## config.mk

```make
export PLATFORM = sky130hd
export DESIGN_NAME = ifm_frame_filter
export DESIGN_NICKNAME = d
export VERILOG_FILES = /design/src/rtl/ifm_pkg.sv /design/src/rtl/ifm_keep_popcnt.sv /design/src/rtl/ifm_frame_filter.sv
export SDC_FILE = /design/constraint.sdc
export NUM_CORES = 1
export LEC_CHECK = 0
export CORE_MARGIN = 2
export CORE_UTILIZATION = 36
export CTS_CLUSTER_DIAMETER = 80
export DETAILED_ROUTE_END_ITERATION = 16
export GPL_ROUTABILITY_DRIVEN = 0
export GPL_TIMING_DRIVEN = 0
export PLACE_DENSITY_LB_ADDON = 0.25
export SYNTH_ARGS = -nofsm -noshare
export SYNTH_HDL_FRONTEND = slang
export SYNTH_SLANG_ARGS = --single-unit
```

## constraint.sdc

```tcl
create_clock -name sys_clk -period 2.37 [get_ports sys_clk]
set_clock_uncertainty 0.2 [all_clocks]
set_input_delay 0.474 -clock sys_clk [delete_from_list [all_inputs] [get_ports sys_clk]]
set_output_delay 0.474 -clock sys_clk [all_outputs]
set_load 0.01 [all_outputs]
```

## src/rtl/ifm_pkg.sv

```systemverilog
// Shared definitions for the RX ingress frame filter: beat field layout and FSM state encoding.
package ifm_pkg;

    localparam int IFM_BEAT_WIDTH = 73;
    localparam int IFM_TLAST_BIT  = 72;
    localparam int IFM_KEEP_MSB   = 71;
    localparam int IFM_KEEP_LSB   = 64;
    localparam int IFM_DATA_MSB   = 63;
    localparam int IFM_DATA_LSB   = 0;

    typedef enum logic [1:0] {
        IFM_IDLE = 2'd0,
        IFM_PASS = 2'd1,
        IFM_DROP = 2'd2
    } ifm_state_e;

endpackage

```

## src/rtl/ifm_keep_popcnt.sv

```systemverilog
// Combinational population count of a tkeep vector (bytes valid in one beat).
module ifm_keep_popcnt #(
    parameter int KEEP_W = 8,
    parameter int CNT_W  = $clog2(KEEP_W + 1)
) (
    input  logic [KEEP_W-1:0] keep,
    output logic [CNT_W-1:0]  cnt
);

    always_comb begin
        cnt = '0;
        for (int i = 0; i < KEEP_W; i++) begin
            cnt = cnt + CNT_W'(keep[i]);
        end
    end

endmodule

```

## src/rtl/ifm_frame_filter.sv

```systemverilog
// Pops a per-frame good/bad status, then forwards (good) or discards (bad) that frame's beats.
// Statistics counters are built only when IFM_FILTER_STATS_EN is defined.
module ifm_frame_filter
    import ifm_pkg::*;
#(
    parameter int C_DATA_WIDTH = 64,
    parameter int C_KEEP_WIDTH = 8,
    parameter int C_CNT_WIDTH  = 32
) (
    input  logic                                 sys_clk,
    input  logic                                 sys_rst_n,
    input  logic                                 info_fifo_rdata,
    input  logic                                 info_fifo_empty,
    output logic                                 info_fifo_rden,
    input  logic [C_DATA_WIDTH+C_KEEP_WIDTH:0]   data_fifo_rdata,
    input  logic                                 data_fifo_empty,
    output logic                                 data_fifo_rden,
    output logic [C_DATA_WIDTH+C_KEEP_WIDTH:0]   good_fifo_wdata,
    output logic                                 good_fifo_wren,
    input  logic                                 good_fifo_afull,
    output logic [C_CNT_WIDTH-1:0]               stat_good_frames,
    output logic [C_CNT_WIDTH-1:0]               stat_bad_frames,
    output logic [C_CNT_WIDTH-1:0]               stat_good_bytes
);

    localparam int BEAT_W    = C_DATA_WIDTH + C_KEEP_WIDTH + 1;
    localparam int TLAST_BIT = C_DATA_WIDTH + C_KEEP_WIDTH;

    ifm_state_e          state_q, state_d;
    logic                wren_q, wren_d;
    logic [BEAT_W-1:0]   wdata_q, wdata_d;
    logic                beat_last;
    logic                pass_move;
    logic                drop_move;

    assign beat_last = data_fifo_rdata[TLAST_BIT];

    // Pops are combinational so a FWFT head beat can move every cycle.
    always_comb begin
        state_d        = state_q;
        info_fifo_rden = 1'b0;
        data_fifo_rden = 1'b0;
        wren_d         = 1'b0;
        wdata_d        = wdata_q;
        pass_move      = 1'b0;
        drop_move      = 1'b0;
        case (state_q)
            IFM_IDLE: begin
                if (!info_fifo_empty) begin
                    info_fifo_rden = 1'b1;
                    state_d        = info_fifo_rdata ? IFM_PASS : IFM_DROP;
                end
            end
            IFM_PASS: begin
                if (!data_fifo_empty && !good_fifo_afull) begin
                    pass_move      = 1'b1;
                    data_fifo_rden = 1'b1;
                    wren_d         = 1'b1;
                    wdata_d        = data_fifo_rdata;
                    if (beat_last) state_d = IFM_IDLE;
                end
            end
            IFM_DROP: begin
                if (!data_fifo_empty) begin
                    drop_move      = 1'b1;
                    data_fifo_rden = 1'b1;
                    if (beat_last) state_d = IFM_IDLE;
                end
            end
            default: state_d = IFM_IDLE;
        endcase
    end

    always_ff @(posedge sys_clk or negedge sys_rst_n) begin
        if (!sys_rst_n) begin
            state_q <= IFM_IDLE;
            wren_q  <= 1'b0;
            wdata_q <= '0;
        end else begin
            state_q <= state_d;
            wren_q  <= wren_d;
            wdata_q <= wdata_d;
        end
    end

    assign good_fifo_wren  = wren_q;
    assign good_fifo_wdata = wdata_q;

`ifdef IFM_FILTER_STATS_EN
    localparam int PC_W = $clog2(C_KEEP_WIDTH + 1);

    logic [PC_W-1:0]        keep_cnt;
    logic [C_CNT_WIDTH-1:0] good_frames_q, good_frames_d;
    logic [C_CNT_WIDTH-1:0] bad_frames_q, bad_frames_d;
    logic [C_CNT_WIDTH-1:0] good_bytes_q, good_bytes_d;

    ifm_keep_popcnt #(
        .KEEP_W (C_KEEP_WIDTH),
        .CNT_W  (PC_W)
    ) u_keep_popcnt (
        .keep   (data_fifo_rdata[C_DATA_WIDTH +: C_KEEP_WIDTH]),
        .cnt    (keep_cnt)
    );

    always_comb begin
        good_frames_d = good_frames_q;
        bad_frames_d  = bad_frames_q;
        good_bytes_d  = good_bytes_q;
        if (pass_move) begin
            good_bytes_d = good_bytes_q + C_CNT_WIDTH'(keep_cnt);
            if (beat_last) good_frames_d = good_frames_q + 1'b1;
        end
        if (drop_move && beat_last) bad_frames_d = bad_frames_q + 1'b1;
    end

    always_ff @(posedge sys_clk or negedge sys_rst_n) begin
        if (!sys_rst_n) begin
            good_frames_q <= '0;
            bad_frames_q  <= '0;
            good_bytes_q  <= '0;
        end else begin
            good_frames_q <= good_frames_d;
            bad_frames_q  <= bad_frames_d;
            good_bytes_q  <= good_bytes_d;
        end
    end

    assign stat_good_frames = good_frames_q;
    assign stat_bad_frames  = bad_frames_q;
    assign stat_good_bytes  = good_bytes_q;
`else
    logic unused_moves;
    assign unused_moves     = pass_move ^ drop_move;
    assign stat_good_frames = '0;
    assign stat_bad_frames  = '0;
    assign stat_good_bytes  = '0;
`endif

endmodule

```

**After elaboration in Yosys (flattened, before gate mapping)**

Cells that the tools add are included.

- Equality and inequality tests: 5
- Mux-type cells: 12
- Reduce and logical (&&, ||, !) cells: 6

Operator list:

| kind | number |
|---|---|
| 2-bit 2-to-1 mux | 5 |
| 2-bit != test (second input constant) | 3 |
| 2-bit case mux with 3 select lines | 1 |
| 1-bit 2-to-1 mux | 5 |
| 3-bit AND reduction | 1 |
| 2-bit by 1-bit == test with 1-bit output (second input constant) | 1 |
| 2-bit == test (second input constant) | 1 |
| 1-bit zero test | 2 |
| 2-bit zero test | 1 |
| 1-bit case mux with 2 select lines | 1 |
| 2-bit AND reduction | 1 |
| 1-bit logical AND | 1 |

- Bits in registers: 76
- Input bits: 79
- Output and inout port bits: 172
- Logic and storage cells: 26

**Depth between registers and ports, before layout**

- Word-level depth: 4
- Mapped depth: 6
- Depth with buffers taken out: 5

**Least setup slack after synthesis**

OpenSTA, ideal clock, no wires.

- Kind: register -> output
- Start: register state_q[1]
- End: output port data_fifo_rden
- Arrival: 1212 ps
- Data required time: 1696 ps
- Slack: 484 ps
- Cell stages (with the launch flop): 6
- Buffers on the path: 1
- Cell sequence: dfrtp_1 -> inv_1 -> ha_1 -> nor3b_2 -> buf_2 -> o21a_1

- Word-level cells in the longest chain between the ends: 2
- Elaborated cells on any way between the ends: 3
- Those cells by class: 2 x eq/ne; 1 x mux

RTL lines:

| what | RTL line | source |
|---|---|---|
| start: declaration | ifm_frame_filter.sv:29 | `ifm_state_e state_q, state_d;` |
| start signal: assignment | ifm_frame_filter.sv:80 | `state_q <= state_d;` |
| 2-bit == test / 2-bit by 1-bit == test with 1-bit output (equally long branches) | ifm_frame_filter.sv:47 | `case (state_q)` |
| 1-bit case mux with 2 select lines (*) | ifm_frame_filter.sv:47 |  |
| end: declaration | ifm_frame_filter.sv:17 | `output logic data_fifo_rden,` |

Every way passes the cells marked *; elsewhere a longest branch is shown, timed or not.

**Worst setup path in the final report**

- Start: register state_q[0]
- End: output port info_fifo_rden

- Word-level cells in the longest chain between the ends: 2

RTL lines:

| what | RTL line | source |
|---|---|---|
| 2-bit zero test | ifm_frame_filter.sv:47 |  |
| 1-bit 2-to-1 mux | ifm_frame_filter.sv:47 |  |
| end: declaration | ifm_frame_filter.sv:14 | `output logic info_fifo_rden,` |

No other way between the ends.

==> qor.yml <==
status: "finished clean"
hold_path_class: "reg -> reg"
port_buffers: 154
cellLeakagePower_nw: 2.93
peakVddDrop_mv: 0.577
route.detailed.drc: 0
final_cell_mix: "clkdlybuf4s50_1 (151), buf_4 (102), conb_1 (96), dfrtp_1 (76), mux2_1 (50)"
drv_slew: 0
path_class: "reg -> out"
fin_ws_ns: 0.0973
post_drt_via_cell_ratio: 3.86
syn_area_per_cell_um2: 13.4
synth-seq-cells: 76
wl_per_cell_um: 12.4
rows: 36
n_antenna_cell: 0
syn_area_mm2: 0.00368
ant_nets: 0
cpPeakStageDelay_ns: 0.45
grt_pass1_wl_um: 13100
cts_tree: "done"
cpMaxStageDelayCell: "dfrtp_1"
min_period_ns: 2.27
tns_ns: 0
syn_inst: 275
die_h_um: 105
final-setup-viol-count: 0
cts_buffer_depth: 2
grt_pass1_vias: 2534
firstDrtPassIters: 4
finalHoldViolCount: 0
clock_latency_ns: 0.34
pre_cts_ws_ns: -0.573
place_area_mm2: 0.00576
cts_num_sinks: 76
synth-warning-count: 0
initial_core_util_pct: 37.3
path_max_fanout: 4
arrival_ns: 1.60
max_freq_mhz: 440
drt_iter0_markers: 56
cts_buffers: 9
nNetsFinal: 623
crit_required_ns: 1.70
stdcell_area_mm2: 0.00603
finish.utilization_pct: 61.1
cts.clk_slew.worst_paths_ns: 0.08
startpoint_type: "register"
ff_latch_area_mm2: 0.00190
drt_wl_total_um: 8410
yosysUniqueCellTypes: 19
whs_ns: 0.287
syn2layout_area_growth_pct: 64.1
cts_root_buf: "clkbuf_8"
groute.usage.overall_pct: 15.2
h-tree-depth: 3
ios: 251
die-width_um: 105
cap_viol_max_count: 0
dp_hpwl_um: 6730
multi_input_area_mm2: 0.00135
final_common_cell: "clkdlybuf4s50_1"
cp-end-kind: "primary output"
timing.final.crit_share_pct: 95.9
crit_chain: "inv_1, ha_1, nor2b_2, dlygate4sd2_1"
drive_gt1_share_pct: 28.0
core-area_mm2: 0.00986
grt_max_degree: 42
fillCellCount: 833
powerDensity_mw_per_mm2: 1000
antenna_found_initial: 0
die-area_mm2: 0.0110
num_vias: 2624
rsz0062_at_grt: "false"
ys_seq_area_share_pct: 51.7
overflow: 0
critical path: cells and delay by family, from the launching register on:
family | cells | cell delay (ns)
fa+ha+maj | 1 | 0.19
buf+inv | 2 | 0.41
flops | 1 | 0.45
simple gates | 1 | 0.21
where the power goes:
| group | switching [mW] | total (mW) | internal, mW |
|---|---|---|---|
| Sequential | 0.304 | 2.23 | 1.93 |
| Clock | 0.466 | 1.04 | 0.574 |
| Combinational | 1.03 | 2.77 | 1.74 |
| Total | 1.80 | 6.04 | 4.24 |
synth_stat cells:
cell,instances,area share (%)
and2_1,1,0.17
buf_2,2,0.27
buf_4,97,20
buf_6,5,1.5
conb_1,1,0.10
dfrtp_1,76,52
ha_1,3,1.0
inv_1,2,0.20
mux2_1,50,15
mux2_2,23,7.0
nand2_1,1,0.10
nand2b_1,1,0.17
nand3_1,2,0.27
nor2b_1,3,0.51
nor3b_2,1,0.34
o211ai_1,2,0.41
o21a_1,2,0.41
o31ai_1,2,0.41
or3_1,1,0.17
registers in the layout, indices dropped and copies added, names as in the netlist:
signal           count
state_q              2
good_fifo_wren       1
good_fifo_wdata     73
cells by family after synthesis:
group,count (synthesis),share of synthesized area [%]
adder cells (fa/ha/maj),3,1.02
AND/OR/NAND/NOR,10,1.74
multiplexers,73,22.4
flip-flops,76,51.7
AO/OA/AOI/OAI,6,1.22
other,1,0.102
buffers and inverters,106,21.8
layout make-up:
class	count	share of cell area (%)
timing repair buffer	160	26.4
sequential	76	31.5
inverter	2	0.124
multi-input combinational	188	22.4
tap	133	2.76
clock buffer	13	2.80
buffer	104	13.3
clock inverter	3	0.726
routing by layer:
layer | part of all wire, % | GRT usage (%) | up-vias
met4 | 1.1 | 5.14 | 0
met3 | 11 | 7.61 | 9
met5 | 0 | 0 | -
met2 | 52 | 26.9 | 138
li1 | - | - | 1257
met1 | 36 | 15.6 | 1220
stage by stage:
| stage | total power [mW] | cells |
|---|---|---|
| final | 6.04 | 679 |
| after global placement | 4.94 | 657 |
| after global routing | 6.42 | 679 |
| after CTS | 6.12 | 677 |
| after floorplan | 3.37 | 370 |
| after detailed placement | 5.02 | 658 |
worst paths after layout:
| kind | startpoint | to | slack (ns) | depth (start not counted) |
|---|---|---|---|---|
| max | state_q[0] | info_fifo_rden | 0.1 | 4 |
| min | good_fifo_wdata[8] | good_fifo_wdata[8] | 0.29 | 1 |
| max reg2reg | state_q[1] | good_fifo_wdata[36] | 0.33 | 7 |
| min reg2reg | good_fifo_wdata[8] | good_fifo_wdata[8] | 0.29 | 1 |
| max in group asynchronous | sys_rst_n | good_fifo_wdata[3] | 0.97 | 3 |
| min in group asynchronous | sys_rst_n | good_fifo_wdata[42] | 0.42 | 2 |
timing repair:
action                                  CTS  global route
pin swaps                                 0             0
endpoints found under the setup margin    2             1
setup buffers                             2             2
hold buffers                              1             0
hold endpoints to repair                 35             0
gates resized for setup                  11             1
Power figures use the tool's default switching activity.
